`config.mk`:
```
export PLATFORM = sky130hd
export DESIGN_NAME = mem_arbiter
export DESIGN_NICKNAME = d
export VERILOG_FILES = /design/src/rtl/proc_pkg.sv /design/src/rtl/prio_select.sv /design/src/rtl/mem_arbiter.sv
export SDC_FILE = /design/constraint.sdc
export NUM_CORES = 1
export LEC_CHECK = 0
export CORE_ASPECT_RATIO = 1.4
export CORE_UTILIZATION = 35
export CTS_CLUSTER_DIAMETER = 60
export DETAILED_ROUTE_END_ITERATION = 6
export PLACE_DENSITY_LB_ADDON = 0.15
export SLEW_MARGIN = 15
export SYNTH_ARGS = -nofsm -noshare
export SYNTH_HDL_FRONTEND = slang
export SYNTH_SLANG_ARGS = --single-unit
```
`constraint.sdc`:
```
create_clock -name clk -period 4.4 [get_ports clk]
set_input_delay 1.1 -clock clk [delete_from_list [all_inputs] [get_ports clk]]
set_output_delay 1.1 -clock clk [all_outputs]
set_load 0.02 [all_outputs]
```
`src/rtl/proc_pkg.sv`:
```
// proc_pkg: shared widths, arbiter state encoding and requester IDs (FL=0, DM=1, IF=2)
package proc_pkg;
  localparam int ADDR_W_DEF = 10;
  localparam int DATA_W_DEF = 32;
  typedef enum logic [1:0] {IDLE, ACCESS, RESP} state_t;
  typedef enum logic [1:0] {REQ_FL = 2'd0, REQ_DM = 2'd1, REQ_IF = 2'd2, REQ_NONE = 2'd3} req_id_t;
endpackage

```
`src/rtl/prio_select.sv`:
```
// prio_select: one-hot grant {if,dm,fl}; fixed fl>dm>if, but if beats dm right after a dm grant
module prio_select import proc_pkg::*; (
  input  logic       fl_req,
  input  logic       dm_req,
  input  logic       if_req,
  input  req_id_t    last_grant,
  output logic [2:0] grant
);
  logic if_turn;
  always_comb begin
    if_turn = (last_grant == REQ_DM) & if_req;
    grant = {~fl_req & if_req & (~dm_req | if_turn), ~fl_req & dm_req & ~if_turn, fl_req};
  end
endmodule

```
`src/rtl/mem_arbiter.sv`:
```
// mem_arbiter: shares one RAM port among file-loader, data and fetch requesters; IDLE->ACCESS->RESP, one valid pulse per access, stall for dm/if
module mem_arbiter import proc_pkg::*; #(
  parameter int ADDR_W = ADDR_W_DEF,
  parameter int DATA_W = DATA_W_DEF
) (
  input  logic              clk,
  input  logic              reset,
  input  logic              fl_req,
  input  logic              fl_we,
  input  logic [ADDR_W-1:0] fl_addr,
  input  logic [DATA_W-1:0] fl_wdata,
  output logic              fl_valid,
  input  logic              dm_req,
  input  logic              dm_we,
  input  logic [ADDR_W-1:0] dm_addr,
  input  logic [DATA_W-1:0] dm_wdata,
  output logic              dm_valid,
  input  logic              if_req,
  input  logic [ADDR_W-1:0] if_addr,
  output logic              if_valid,
  output logic [DATA_W-1:0] rdata,
  output logic              ram_we,
  output logic [ADDR_W-1:0] ram_addr,
  output logic [DATA_W-1:0] ram_wdata,
  input  logic [DATA_W-1:0] ram_rdata,
  output logic              stall
);
  state_t state;
  req_id_t last, cur, win;
  logic [2:0] grant, valid_q;
  logic we_q;
  prio_select u_prio (.fl_req(fl_req), .dm_req(dm_req), .if_req(if_req), .last_grant(last), .grant(grant));
  always_comb win = grant[0] ? REQ_FL : grant[1] ? REQ_DM : REQ_IF;
  always_ff @(posedge clk) begin
    if (reset) begin
      state <= IDLE;
      last <= REQ_NONE;
      cur <= REQ_NONE;
      we_q <= 1'b0;
      ram_addr <= '0;
      ram_wdata <= '0;
      valid_q <= '0;
    end else begin
      we_q <= 1'b0;
      valid_q <= '0;
      case (state)
        IDLE: if (|grant) begin
          cur <= win;
          last <= win;
          we_q <= grant[0] ? fl_we : grant[1] & dm_we;
          ram_addr <= grant[0] ? fl_addr : grant[1] ? dm_addr : if_addr;
          ram_wdata <= grant[0] ? fl_wdata : grant[1] ? dm_wdata : ram_wdata;
          state <= ACCESS;
        end
        ACCESS: begin
          valid_q <= 3'b001 << cur;
          state <= RESP;
        end
        default: state <= IDLE;
      endcase
    end
  end
  always_comb begin
    ram_we = we_q & ~reset;
    fl_valid = valid_q[0] & ~reset;
    dm_valid = valid_q[1] & ~reset;
    if_valid = valid_q[2] & ~reset;
    rdata = (state == RESP) ? ram_rdata : '0;
    stall = (dm_req & ~dm_valid) | (if_req & ~if_valid);
  end
endmodule
```
# Word level (Yosys, flattened, before mapping)
# Index checks and enable logic that the tools add are counted.
# totals
regBits	50
latch_bits	0
ram_bits	0
romBits	0
input_bits	133
output_inout_bits	79
elab_cells	51
n_memories	0
# op_classes
add_sub_neg	0
multipliers	0
div	0
order_cmp	0
n_eq_ne	4
shift	1
n_mux	10
n_bitwise	23
reduce_logical	7
# ops
cell	count
$mux 32	3
$mux 10	2
$and 1x1->1	12
$not 1->1	9
$mux 2	3
$reduce_or 3->1	2
$eq 2x1->1 const B	2
$pmux 2 s2	1
$reduce_and 3->1	1
$shl 1x2->3 const A	1
$eq 2x2->1 const B	1
$logic_not 2->1	1
$ne 2x2->1 const B	1
$or 1x1->1	2
$reduce_and 2->1	1
$reduce_bool 2->1	1
$reduce_or 2->1	1
$mux 1	1

# Depth between registers and ports, before layout
# logic_depth
word_depth	7
mapped_depth	6
mapped_depth_nobuf	4

# Cells and area by module
# Synthesis repeated with hierarchy kept, for this count alone.
# unflattened
cells_unflattened	278
hier_area_um2	2697.6
# modules_own_cells
mod	instances	cells_per_inst	area_each_um2	seq_area_each_um2
mem_arbiter	1	271	2650.0	1001.0
prio_select	1	7	47.5	0.0

# Worst setup path before layout
# Ideal clock, no wire load.
# synth_timing
path_type	input to output
startpoint	input port reset
endpoint	output port stall
arrival_ns	1.870
required_ns	3.300
path_slack_ns	1.430
cell_stages	3
path_buffers	1
path_cell_list	buf_2 nor2b_1 o22ai_1
# synth_via
elab_chain_len	5
word_cells_on_any_way	8
classes_between	8 x bitwise
# synth_lines
element	line_no	rtl
from (decl)	mem_arbiter.sv:7	input logic reset,
$not 1->1	mem_arbiter.sv:67	if_valid = valid_q[2] & ~reset;
$and 1x1->1	mem_arbiter.sv:67	
via if_valid	mem_arbiter.sv:20	output logic if_valid,
$not 1->1	mem_arbiter.sv:69	stall = (dm_req & ~dm_valid) | (if_req & ~if_valid);
$and 1x1->1	mem_arbiter.sv:69	
$or 1x1->1	mem_arbiter.sv:69	
to (decl)	mem_arbiter.sv:26	output logic stall
# The timed path passes the listed nets, and every way through them passes these cells.

# Final worst setup path
# layout_timing
startpoint	input port dm_req
endpoint	output port stall
# layout_via
elab_chain_len	2
# layout_lines
element	line_no	rtl
from (decl)	mem_arbiter.sv:13	input logic dm_req,
$and 1x1->1	mem_arbiter.sv:69	
$or 1x1->1	mem_arbiter.sv:69	
# No other way between the ends.

==> run_results.csv <==
group,metric,value,unit
detailed_routing,num_vias,2699,
clocking,clk_pin_slew,0.09,ns
grt,grt_pass1_vias,2666,
yosys,synthesis.area,2600,µm²
detailed_routing,totalWireLength,8.11,mm
critical_path,crit_fanout,4,
clocking,post_cts_buffers,0,
placed_design,gp_congestion,0.771,
power_and_ir_drop,power.total,1450,µW
critical_path,cpMostUsedCell,"clkdlybuf4s50_1",
power_and_ir_drop,leakage,0.00190,µW
critical_path,critPathMaxStageDelay,0.64,ns
detailed_routing,via_per_inst,4.76,
floorplan,initial_core_util,36.8,%
grt,antenna_found_initial,0,
final_layout,final_util,68.8,%
yosys,async_reset_ff_share,0,%
clocking,clk_latency,0.30,ns
detailed_routing,drt-pass1-iter-count,4,
clocking,cts_tree,"yes",
yosys,syn_inst,274,
clocking,clock-sinks,50,
critical_path,cp_cell_sequence,"clkdlybuf4s50_1 -> inv_1 -> o22ai_1 -> clkdlybuf4s50_1",
sta,worst_pin_slew,0.771,ns
critical_path,start_kind,"input port",
clocking,ctsResizeCount,0,
yosys,syn_area_per_cell,9.49,µm²
grt,grt_remaining_overflow,0,
floorplan,fp-row-count,36,
critical_path,end_kind,"output port",
sta,whs,0.498,ns
critical_path,cp.required,3.30,ns
floorplan,die_y,104,µm
floorplan,dieArea,7780,µm²
clocking,cts_hold_buf,0,
placed_design,hpwl,6.59,mm
power_and_ir_drop,power_density,297,nW/µm²
final_layout,area_growth,87.1,%
clocking,htree_levels,2,
sta,tns,0,ns
sta,min_period_over_period,83.8,%
sta,report.final.setup_viol,0,
yosys,synth_ff_type,"dfxtp_1",
sta,finalMaxSlewViolations,0,
clocking,root_buffer,"clkbuf_8",
sta,max_slew_margin,48.4,%
clocking,numCtsBuffers,5,
floorplan,pin_count,212,
run_status,outcome,"complete, no violations",
detailed_routing,drt_iter0_markers,76,
yosys,synth.distinct_cells,28,
grt,grt_max_degree,66,
critical_path,crit_family,"buffers and inverters",
yosys,synth-seq-cells,50,
final_layout,nFillCells,595,
clocking,cts_buffer_depth,2,
grt,grt_pass1_wl,12.6,mm
critical_path,worstSetupPathType,"input port to output port",
yosys,yosysWarnings,0,
detailed_routing,ant_nets,0,
yosys,synth_edf_count,0,
critical_path,critPathArrivalTime,2.59,ns
sta,fin_skew,0.00665,ns
detailed_routing,post_drt_wl_per_cell,14.3,µm
critical_path,slowest_stage,"clkdlybuf4s50_1",
detailed_routing,drcViolationCount,0,
sta,final-hold-violation-count,0,
sta,rsz0062_at_grt,"no",
final_layout,layout-drive-gt1-share,8.47,%
placed_design,io_buffers,211,
min_path,hp-class,"flip-flop to flip-flop",
critical_path,cp_num_buf_inv,3,
floorplan,coreArea,7070,µm²
final_layout,mostFrequentLayoutCells,"clkdlybuf4s50_1, dfxtp_1, nor2_1, and2_1, mux2i_1",
run,cap_violations,0,
power_and_ir_drop,peakVddDrop,0.207,mV
final_layout,nNetsFinal,604,
yosys,synth_nets,407,
yosys,ys_seq_area_share,38.5,%
sta,max_freq,0.271,GHz
floorplan,die_w,74.8,µm
final_layout,final_common_cell,"clkdlybuf4s50_1",
sta,post-route-min-period,3.69,ns
final_layout,num_antenna_cells,0,
grt,grt_usage,20.8,%
## per-layer routing
layer	global-route usage (%)	share of wire, %
met5	0	0
met2	37.7	52
met4	7.28	2.3
met1	22.0	38
met3	6.01	8.0
## cells by family after synthesis
group | count (synthesis) | synth area share (%)
buffers and inverters | 38 | 7.17
and+or+nand+nor | 96 | 19.1
muxes | 32 | 12.3
AOI/OAI and AO/OA | 58 | 22.9
DFF | 50 | 38.5
## worst min-delay path: cells and delay by family (launching register included)
kind	cells	cell delay [ns]
compound gates	1	0.05
flops	1	0.32
simple gates	1	0.09
## flip-flops by register name (all words and copies together) (netlist names)
signal and count:
state 2, cur 2, we_q 1, ram_wdata 32
ram_addr 10, valid_q 3
## where the power goes
part	internal (µW)	total, µW	switching, µW
Combinational	281	519	238
Clock	242	389	147
Sequential	507	537	29.3
## Yosys cell counts (2+ instances only)
cell       n  area [µm²]
buf_4      4        30.0
a221oi_1  10        87.6
buf_6      2        22.5
o32ai_1    8        70.1
clkbuf_1   8        30.0
nand2_1    3        11.3
a211oi_2  20         250
a211oi_1  12        90.1
buf_2     11        55.1
and2_1    32         200
nor3b_1    2        15.0
inv_1     13        48.8
nand3b_1   2        15.0
nor3_1     2        10.0
dfxtp_1   50        1000
mux2i_1   32         320
nor2_1    47         176
o32ai_2    2        32.5
nor2b_1    5        31.3
## area by class of cell
cell class	count	area, µm²	share of cell area [%]
sequential	50	1000	20.6
clock buffer	6	82.6	1.70
clock inverter	2	60.1	1.23
tap	95	119	2.44
timing repair buffer	215	2130	43.8
inverter	13	48.8	1.00
multi-input combinational	186	1420	29.2
## worst paths after layout
path | startpoint | end | slack, ns | depth (start not counted)
setup / recovery | dm_req | stall | 0.71 | 4
hold / removal | ram_wdata[29] | ram_wdata[29] | 0.50 | 2
setup reg to reg | cur[1] | ram_addr[0] | 2.55 | 4
hold reg to reg | ram_wdata[29] | ram_wdata[29] | 0.50 | 2
## metrics by stage
stage | worst slack, ns | area [µm²] | instances
2_1_floorplan | 1.43 | 2600 | 274
3_5_place_dp | 0.740 | 4720 | 559
6_report | 0.715 | 4860 | 567
4_1_cts | 0.725 | 4860 | 567
3_3_place_gp | 0.732 | 4720 | 559
5_1_grt | 0.654 | 4860 | 567
No activity file was read; power rests on OpenSTA's default activity.
